**src/rtl/axis_packetizer_pkg.sv**
```systemverilog
// ---------------------------------------------------------------------------
// axis_packetizer_pkg_prm
// Shared defaults and types for the AXI-Stream packetizer.
//   DATA_WIDTH : tdata width of both stream ports (>= 32)
//   PKT_LEN    : payload beats per packet (>= 2)
//   TIMEOUT    : idle input cycles before padding starts (>= 2)
//   MAGIC      : 16-bit header marker
//   state_t    : packetizer FSM state encoding
// ---------------------------------------------------------------------------
package axis_packetizer_pkg_prm;

    localparam int          DATA_WIDTH = 32;
    localparam int          PKT_LEN    = 16;
    localparam int          TIMEOUT    = 64;
    localparam logic [15:0] MAGIC      = 16'hA5C3;

    typedef enum logic [1:0] {
        ST_IDLE    = 2'd0,
        ST_PAYLOAD = 2'd1,
        ST_PAD     = 2'd2
    } state_t;

endpackage

```
**src/rtl/axis_packetizer_if.sv**
```systemverilog
// ---------------------------------------------------------------------------
// axis_packetizer_if
// AXI-Stream bundle used on both sides of the packetizer.
//   tdata  : payload word
//   tvalid : source has a word
//   tready : sink accepts the word
//   tlast  : final beat of a packet
// Modports:
//   master : drives tdata/tvalid/tlast, receives tready
//   slave  : receives tdata/tvalid, drives tready. Upstream framing (tlast)
//            is not part of the slave view because the packetizer builds its
//            own packet boundaries.
// ---------------------------------------------------------------------------
interface axis_packetizer_if #(
    parameter int DATA_WIDTH = 32
);

    logic [DATA_WIDTH-1:0] tdata;
    logic                  tvalid;
    logic                  tready;
    logic                  tlast;

    modport master (output tdata, output tvalid, output tlast, input tready);
    modport slave  (input tdata, input tvalid, output tready);

endinterface

```
**src/rtl/axis_packetizer.sv**
```systemverilog
// ---------------------------------------------------------------------------
// axis_packetizer
// Wraps an upstream word stream into fixed-length packets: one header beat
// (MAGIC in the top 16 bits, sequence number in the low 16 bits) followed by
// PKT_LEN payload beats. If the upstream goes quiet for TIMEOUT cycles in the
// middle of a packet, the packet is completed with zero-data pad beats.
//
// Ports:
//   aclk       : clock, rising edge
//   aresetn    : synchronous active-low reset
//   s_axis     : upstream stream (slave view)
//   m_axis     : packet stream (master view), fully registered
//   pkt_done   : one-cycle pulse on each tlast output handshake
//   pad_active : high while the FSM is padding a packet
//
// state   | meaning
// --------+------------------------------------------------------------
// IDLE    | waiting for upstream data; header loads when oreg is free
// PAYLOAD | forwarding upstream beats, counting idle cycles for timeout
// PAD     | completing a timed-out packet with zero beats
// ---------------------------------------------------------------------------
module axis_packetizer
    import axis_packetizer_pkg_prm::*;
#(
    parameter int          DATA_WIDTH = axis_packetizer_pkg_prm::DATA_WIDTH,
    parameter int          PKT_LEN    = axis_packetizer_pkg_prm::PKT_LEN,
    parameter int          TIMEOUT    = axis_packetizer_pkg_prm::TIMEOUT,
    parameter logic [15:0] MAGIC      = axis_packetizer_pkg_prm::MAGIC
) (
    input  logic                     aclk,
    input  logic                     aresetn,
    axis_packetizer_if.slave         s_axis,
    axis_packetizer_if.master        m_axis,
    output logic                     pkt_done,
    output logic                     pad_active
);

    localparam int BCNT_W = $clog2(PKT_LEN + 1);
    localparam int TCNT_W = $clog2(TIMEOUT);

    localparam logic [BCNT_W-1:0] BCNT_LAST = BCNT_W'(PKT_LEN);
    localparam logic [TCNT_W-1:0] TCNT_LAST = TCNT_W'(TIMEOUT - 1);

    if (DATA_WIDTH < 32) begin : g_bad_width
        $error("axis_packetizer: DATA_WIDTH must be at least 32");
    end
    if (PKT_LEN < 2) begin : g_bad_len
        $error("axis_packetizer: PKT_LEN must be at least 2");
    end
    if (TIMEOUT < 2) begin : g_bad_timeout
        $error("axis_packetizer: TIMEOUT must be at least 2");
    end

    state_t                state, state_nxt;
    logic [BCNT_W-1:0]     bcnt, bcnt_nxt, bcnt_inc;
    logic [TCNT_W-1:0]     tcnt, tcnt_nxt;
    logic [15:0]           seq, seq_nxt;
    logic [DATA_WIDTH-1:0] tdata_q, tdata_nxt;
    logic                  tvalid_q, tvalid_nxt;
    logic                  tlast_q, tlast_nxt;
    logic [DATA_WIDTH-1:0] header;
    logic                  oreg_free;
    logic                  s_ready;
    logic                  accept;

    assign oreg_free = !tvalid_q || m_axis.tready;
    // Gated by aresetn so upstream never sees ready while reset is held,
    // even though the state register only clears on the next edge.
    assign s_ready   = aresetn && (state == ST_PAYLOAD) && oreg_free;
    assign accept    = s_ready && s_axis.tvalid;
    assign bcnt_inc  = bcnt + 1'b1;

    always_comb begin
        header                          = '0;
        header[DATA_WIDTH-1 -: 16]      = MAGIC;
        header[15:0]                    = seq;
    end

    always_comb begin
        state_nxt  = state;
        bcnt_nxt   = bcnt;
        tcnt_nxt   = tcnt;
        seq_nxt    = seq;
        tdata_nxt  = tdata_q;
        tlast_nxt  = tlast_q;
        // A held beat stays valid until taken; a taken beat empties oreg
        // unless a new one is loaded below.
        tvalid_nxt = tvalid_q && !m_axis.tready;

        case (state)
            ST_IDLE: begin
                if (s_axis.tvalid && oreg_free) begin
                    tdata_nxt  = header;
                    tvalid_nxt = 1'b1;
                    tlast_nxt  = 1'b0;
                    state_nxt  = ST_PAYLOAD;
                end
            end

            ST_PAYLOAD: begin
                if (accept) begin
                    tdata_nxt  = s_axis.tdata;
                    tvalid_nxt = 1'b1;
                    tcnt_nxt   = '0;
                    if (bcnt_inc == BCNT_LAST) begin
                        tlast_nxt = 1'b1;
                        bcnt_nxt  = '0;
                        seq_nxt   = seq + 16'd1;
                        state_nxt = ST_IDLE;
                    end else begin
                        tlast_nxt = 1'b0;
                        bcnt_nxt  = bcnt_inc;
                    end
                end else if (s_ready) begin
                    // Only cycles where we could have taken data count as idle;
                    // downstream back-pressure does not advance the timeout.
                    if (tcnt == TCNT_LAST) begin
                        tcnt_nxt  = '0;
                        state_nxt = ST_PAD;
                    end else begin
                        tcnt_nxt  = tcnt + 1'b1;
                    end
                end
            end

            ST_PAD: begin
                if (oreg_free) begin
                    tdata_nxt  = '0;
                    tvalid_nxt = 1'b1;
                    if (bcnt_inc == BCNT_LAST) begin
                        tlast_nxt = 1'b1;
                        bcnt_nxt  = '0;
                        seq_nxt   = seq + 16'd1;
                        state_nxt = ST_IDLE;
                    end else begin
                        tlast_nxt = 1'b0;
                        bcnt_nxt  = bcnt_inc;
                    end
                end
            end

            default: begin
                state_nxt = ST_IDLE;
            end
        endcase
    end

    always_ff @(posedge aclk) begin
        if (!aresetn) begin
            state    <= ST_IDLE;
            bcnt     <= '0;
            tcnt     <= '0;
            seq      <= '0;
            tdata_q  <= '0;
            tvalid_q <= 1'b0;
            tlast_q  <= 1'b0;
        end else begin
            state    <= state_nxt;
            bcnt     <= bcnt_nxt;
            tcnt     <= tcnt_nxt;
            seq      <= seq_nxt;
            tdata_q  <= tdata_nxt;
            tvalid_q <= tvalid_nxt;
            tlast_q  <= tlast_nxt;
        end
    end

    assign s_axis.tready = s_ready;
    assign m_axis.tdata  = tdata_q;
    assign m_axis.tvalid = tvalid_q;
    assign m_axis.tlast  = tlast_q;
    assign pkt_done      = aresetn && tvalid_q && m_axis.tready && tlast_q;
    assign pad_active    = aresetn && (state == ST_PAD);

endmodule

```
**src/flat_wrapper.sv**
```systemverilog
// flat-port wrapper written by rule: the top's interface ports become plain ports
module axis_packetizer_flat import axis_packetizer_pkg_prm::*;
#(
    parameter int          DATA_WIDTH = axis_packetizer_pkg_prm::DATA_WIDTH,
    parameter int          PKT_LEN    = axis_packetizer_pkg_prm::PKT_LEN,
    parameter int          TIMEOUT    = axis_packetizer_pkg_prm::TIMEOUT,
    parameter logic [15:0] MAGIC      = axis_packetizer_pkg_prm::MAGIC
)
  (aclk, aresetn, pkt_done, pad_active, s_axis_tdata, s_axis_tvalid, s_axis_tready, m_axis_tdata, m_axis_tvalid, m_axis_tlast, m_axis_tready);
  axis_packetizer_if #(.DATA_WIDTH(DATA_WIDTH)) s_axis_i ();
  axis_packetizer_if #(.DATA_WIDTH(DATA_WIDTH)) m_axis_i ();
  input  logic aclk;
  input  logic aresetn;
  output logic pkt_done;
  output logic pad_active;
  input wire logic [$bits(s_axis_i.tdata)-1:0] s_axis_tdata;
  input wire logic [$bits(s_axis_i.tvalid)-1:0] s_axis_tvalid;
  output wire logic [$bits(s_axis_i.tready)-1:0] s_axis_tready;
  output wire logic [$bits(m_axis_i.tdata)-1:0] m_axis_tdata;
  output wire logic [$bits(m_axis_i.tvalid)-1:0] m_axis_tvalid;
  output wire logic [$bits(m_axis_i.tlast)-1:0] m_axis_tlast;
  input wire logic [$bits(m_axis_i.tready)-1:0] m_axis_tready;
  assign s_axis_i.tdata = s_axis_tdata;
  assign s_axis_i.tvalid = s_axis_tvalid;
  assign s_axis_tready = s_axis_i.tready;
  assign m_axis_tdata = m_axis_i.tdata;
  assign m_axis_tvalid = m_axis_i.tvalid;
  assign m_axis_tlast = m_axis_i.tlast;
  assign m_axis_i.tready = m_axis_tready;
  axis_packetizer #(.DATA_WIDTH(DATA_WIDTH), .PKT_LEN(PKT_LEN), .TIMEOUT(TIMEOUT), .MAGIC(MAGIC)) u_core (.aclk(aclk), .aresetn(aresetn), .s_axis(s_axis_i), .m_axis(m_axis_i), .pkt_done(pkt_done), .pad_active(pad_active));
endmodule
```
**config.mk**
```make
export PLATFORM = sky130hd
export DESIGN_NAME = axis_packetizer_flat
export DESIGN_NICKNAME = d
export VERILOG_FILES = /design/src/rtl/axis_packetizer_pkg.sv /design/src/rtl/axis_packetizer_if.sv /design/src/rtl/axis_packetizer.sv /design/src/flat_wrapper.sv
export SDC_FILE = /design/constraint.sdc
export NUM_CORES = 1
export LEC_CHECK = 0
export CAP_MARGIN = 20
export CORE_MARGIN = 1.5
export CORE_UTILIZATION = 50
export CTS_BUF_LIST = sky130_fd_sc_hd__clkbuf_16
export DETAILED_ROUTE_END_ITERATION = 10
export GPL_TIMING_DRIVEN = 1
export PLACE_DENSITY = 0.8
export SLEW_MARGIN = 20
export SYNTH_ARGS = -nofsm -noshare
export SYNTH_HDL_FRONTEND = slang
export SYNTH_SLANG_ARGS = --single-unit
```
**constraint.sdc**
```tcl
create_clock -name aclk -period 3 [get_ports aclk]
set_clock_uncertainty 0.15 [all_clocks]
set_input_delay 0.9 -clock aclk [delete_from_list [all_inputs] [get_ports aclk]]
set_output_delay 0.9 -clock aclk [all_outputs]
set_load 0.01 [all_outputs]
```
=== After elaboration in Yosys (flattened, before gate mapping) ===
Cells that the tools add are included.
Widths: inputs -> output; s select.

* Add/subtract/negate cells: 3
* Eq/ne operators: 9
* Multiplexer cells: 31
* Reductions and logical operators: 20

{| class="wikitable"
|+ Operator list
! kind !! count
|-
| $mux 32 || 3
|-
| $pmux 32 s3 || 1
|-
| $mux 16 || 3
|-
| $pmux 16 s2 || 1
|-
| $mux 6 || 3
|-
| $add 16x1->16 const B || 1
|-
| $mux 5 || 3
|-
| $mux 2 || 6
|-
| $pmux 5 s2 || 1
|-
| $logic_and 1x1->1 || 9
|-
| $reduce_and 4->1 || 2
|-
| $mux 1 || 7
|-
| $add 6x1->6 const B || 1
|-
| $eq 6x6->1 const B || 1
|-
| $ne 2x1->1 const B || 3
|-
| $pmux 1 s3 || 2
|-
| $pmux 2 s3 || 1
|-
| $add 5x1->5 const B || 1
|-
| $eq 5x5->1 const B || 1
|-
| $reduce_bool 2->1 || 2
|-
| $ne 3x1->1 const B || 1
|-
| $ne 3x2->1 const B || 1
|-
| $reduce_and 3->1 || 1
|-
| $reduce_bool 3->1 || 1
|-
| other kinds (6) || 7
|}

* Register bits after elaboration: 63
* Input bits: 36
* Output and inout bits: 37
* Logic and storage cells: 70

=== Logic depth before layout (Yosys ltp) ===
* Word-level depth: 6
* Depth in mapped cells: 10
* Mapped depth without buffers: 7

=== Worst setup path before layout ===
No wires, ideal clock.

* Path type: input port to output port
* From: in aresetn
* To: out pkt_done
* Arrival: 1404 ps
* Path slack: 546 ps
* Cell stages on the path: 2
* Path through: clkbuf_1 -> and4_1

* Cells in the longest elaborated chain, start to end: 3

{| class="wikitable"
|+ Ends and longest elaborated chain
! what !! line !! text
|-
| start, declared || flat_wrapper.sv:13 || <nowiki>input logic aresetn;</nowiki>
|-
| $logic_and 1x1->1 (3 in a row) || axis_packetizer.sv:172 || <nowiki>assign pkt_done = aresetn && tvalid_q && m_axis.tready && tlast_q;</nowiki>
|-
| end, declared || flat_wrapper.sv:14 || <nowiki>output logic pkt_done;</nowiki>
|}

Every way passes these cells.

=== Final worst setup path ===
* From: in aresetn
* To: out pad_active

* Cells in the longest elaborated chain, start to end: 1

{| class="wikitable"
|+ Ends and longest elaborated chain
! what !! line !! text
|-
| $logic_and 1x1->1 || axis_packetizer.sv:173 || <nowiki>assign pad_active = aresetn && (state == ST_PAD);</nowiki>
|-
| end, declared || flat_wrapper.sv:15 || <nowiki>output logic pad_active;</nowiki>
|}

Every way passes these cells.

==> metrics.txt <==
outcome complete, no violations; first-pass GRT wire length 14000 um; post-synthesis mux area share 0%; I/O pin count 73; R2R depth 7; Root Driver clkbuf_16; vias in the first global route 2942; Synth top cells by count dfxtp_1 (63), nor2_1 (42), a21oi_1 (39), nand2_1 (31), nor3_1 (22); Synth Area in Compound Gates 25.1%; Adder-Cell Fraction of Synth Area 3.17%; Setup crit end kind primary output; Max Cap Violations 0; max-slew violations 0; count of different cell masters after synthesis 58; initial antenna violation count 0; Post-CTS Hold Buffers 0; CTS buffer count 9; Filler Cell Count 465; period utilisation layout 98.3%; FFs w/ async S/R, synth 0%; R2R Path Start u_core.state[1]; Initial Utilization 52.7%; crit start category input pin; IR drop worst, VDD 438 uV; Avg Cell Area, Syn 8.41 um2; total track usage 27.1%; H-tree Lvls 3; largest net degree at the start of global routing 59; Area Growth Syn to Fin 40.5%; CTS sink cnt 63; layout cells sized above 1 13.9%; Hold Path Cell Cnt 2; Row Count 28; NumNets Final 500; Synth Area in XOR/XNOR 0.555%; chip width 82.4 um; GP Congestion 0.867; Reg clk slew, reported paths 60 ps; Setup violations, final 0; Post-DP HPWL 5570 um; post-route ant nets 0; worst-skew pair later-pin latency 330 ps; port buffer count 72; Mapped Nets 419; Hold WS 305 ps; #FFs+latches synth 63; Syn Inst Count 375; Synth Warn # 0; sequential area share after synthesis 40.0%; Synth top area share 40.0%; flop2flop setup slack 410 ps; antenna fix cells 0; WL per Instance 16.3 um; PwrDens 882 nW/um2; area leader, netlist dfxtp_1; CP max FO 4; DR iter-0 viols 204; RSZ-0062 raised after global routing no; count leader, synth dfxtp_1; gr ovfl total 0; DRC errors left 0; CTS tree built; critical path class input pin to primary output; cts repair resizes 7; maximum buffer depth of the clock tree 2; vias per std cell 5.94; Post-CTS Setup Repair Bufs 0; RR Endpoint u_core.m_axis.tdata[15]; Max-slew headroom 57.5%; endpoints failing hold 0; Core Box Area 5990 um2; post-synthesis simple-gate area fraction 26.4%; Worst Path Required 1950 ps; routed wire length 8730 um; mapped cell area 3160 um2; via count 3183; Die ar. 6800 um2; Worst Tran Pin Value 635 ps; Tightest Hold Check Type flip-flop to flip-flop; Main synth FF type dfxtp_1; Hold EP u_core.m_axis.tdata[20]; Die H 82.4 um; fmax 339 MHz; top cells by area, synth dfxtp_1 (40%), a21oi_1 (6.2%), nor2_1 (5.0%); placed instance count 520; Final min period 2950 ps; Finished Layout Cells 536; Hold Startpoint u_core.m_axis.tdata[20]; drt pass-1 iters 5; largest family of logic cells by synthesized area simple AND/OR/NAND/NOR gates; Critical Path AT 1900 ps; Post-synth EDFFs 0; Sum Neg Setup Slack 0 ps; P_leak 1.60 nW
==> stage by stage <==
stage | power, mW | cell area, um2 | setup WS, ps | utilization [%]
4_1_cts | 3.90 | 4440 | 10.4 | 74.1
3_5_place_dp | 2.60 | 4060 | -361 | 67.8
3_3_place_gp | 2.58 | 4060 | -339 | 67.8
5_1_grt | 4.12 | 4430 | 5.91 | 74.0
2_1_floorplan | 1.96 | 3160 | 546 | -
6_report | 3.91 | 4430 | 51.6 | 74.0
==> state kept, by name (all words and copies together) (netlist names) <==
name	count
u_core.m_axis.tvalid	1
u_core.seq	16
u_core.m_axis.tlast	1
u_core.state	2
u_core.bcnt	5
u_core.m_axis.tdata	32
u_core.tcnt	6
==> worst max-delay path: stages <==
cell             delay, ps
clkdlybuf4s15_1        230
buf_4                  130
and2_1                 110
clkdlybuf4s50_1        520
==> kinds of logic after synthesis <==
logic type / after synthesis
AO/OA/AOI/OAI: 107
XOR/XNOR: 2
adder cells (fa/ha/maj): 8
buffers and inverters: 35
flip-flops: 63
AND/OR/NAND/NOR: 160
==> cell usage in the layout, fill, tap and decap left out, drive strengths merged, types with 2 or more instances in the layout <==
master and n:
o21a 4, nand2 31, o31ai 8, bufinv 4
dfxtp 63, a21oi 40, nand2b 3, o41ai 3
clkinv 2, nor3 23, a211oi 9, and2 4
ha 8, o21bai 2, a21o 3, nor2 42
nor2b 3, inv 9, a221oi 15, o22ai 2
or3 4, nand3 19, nand4 7, o21ai 10
or4b 2, and4 2, clkbuf 10, nand4b 2
clkdlybuf4s50 69, or4 11, buf 25, and3 2
a31oi 3
==> worst max-delay path by stage <==
stage | start | to | slack (ps) | cells past startpoint
global route | aresetn | pad_active | 6 | 4
global placement | m_axis_tready | s_axis_tready | -340 | 4
floorplan | aresetn | pkt_done | 550 | 2
CTS | m_axis_tready | s_axis_tready | 10 | 4
detailed placement | m_axis_tready | s_axis_tready | -360 | 4
finish | aresetn | pad_active | 50 | 4
==> report_power, final <==
| part | internal [mW] | switching, mW |
|---|---|---|
| clock | 0.898 | 0.387 |
| sequential | 0.997 | 0.0944 |
| combinational | 0.695 | 0.840 |
==> per-layer routing <==
layer / up-vias / GRT usage, % / wire [um]
li1: 1558 / - / -
met1: 1508 / 34.0 / 3820
met2: 110 / 45.9 / 4280
met3: 7 / 6.81 / 547
met4: 0 / 7.29 / 80
met5: - / 0 / 0
==> layout make-up <==
class / instances / area (um2) / share of cell area, %
inverters: 9 / 33.8 / 0.762
well taps: 75 / 93.8 / 2.12
flip-flops and latches: 63 / 1260 / 28.4
repair buffers: 96 / 916 / 20.7
multi-input cells: 277 / 1760 / 39.7
clock inverters: 7 / 145 / 3.27
clock buffers: 9 / 225 / 5.08
No activity file was read; power rests on OpenSTA's default activity.
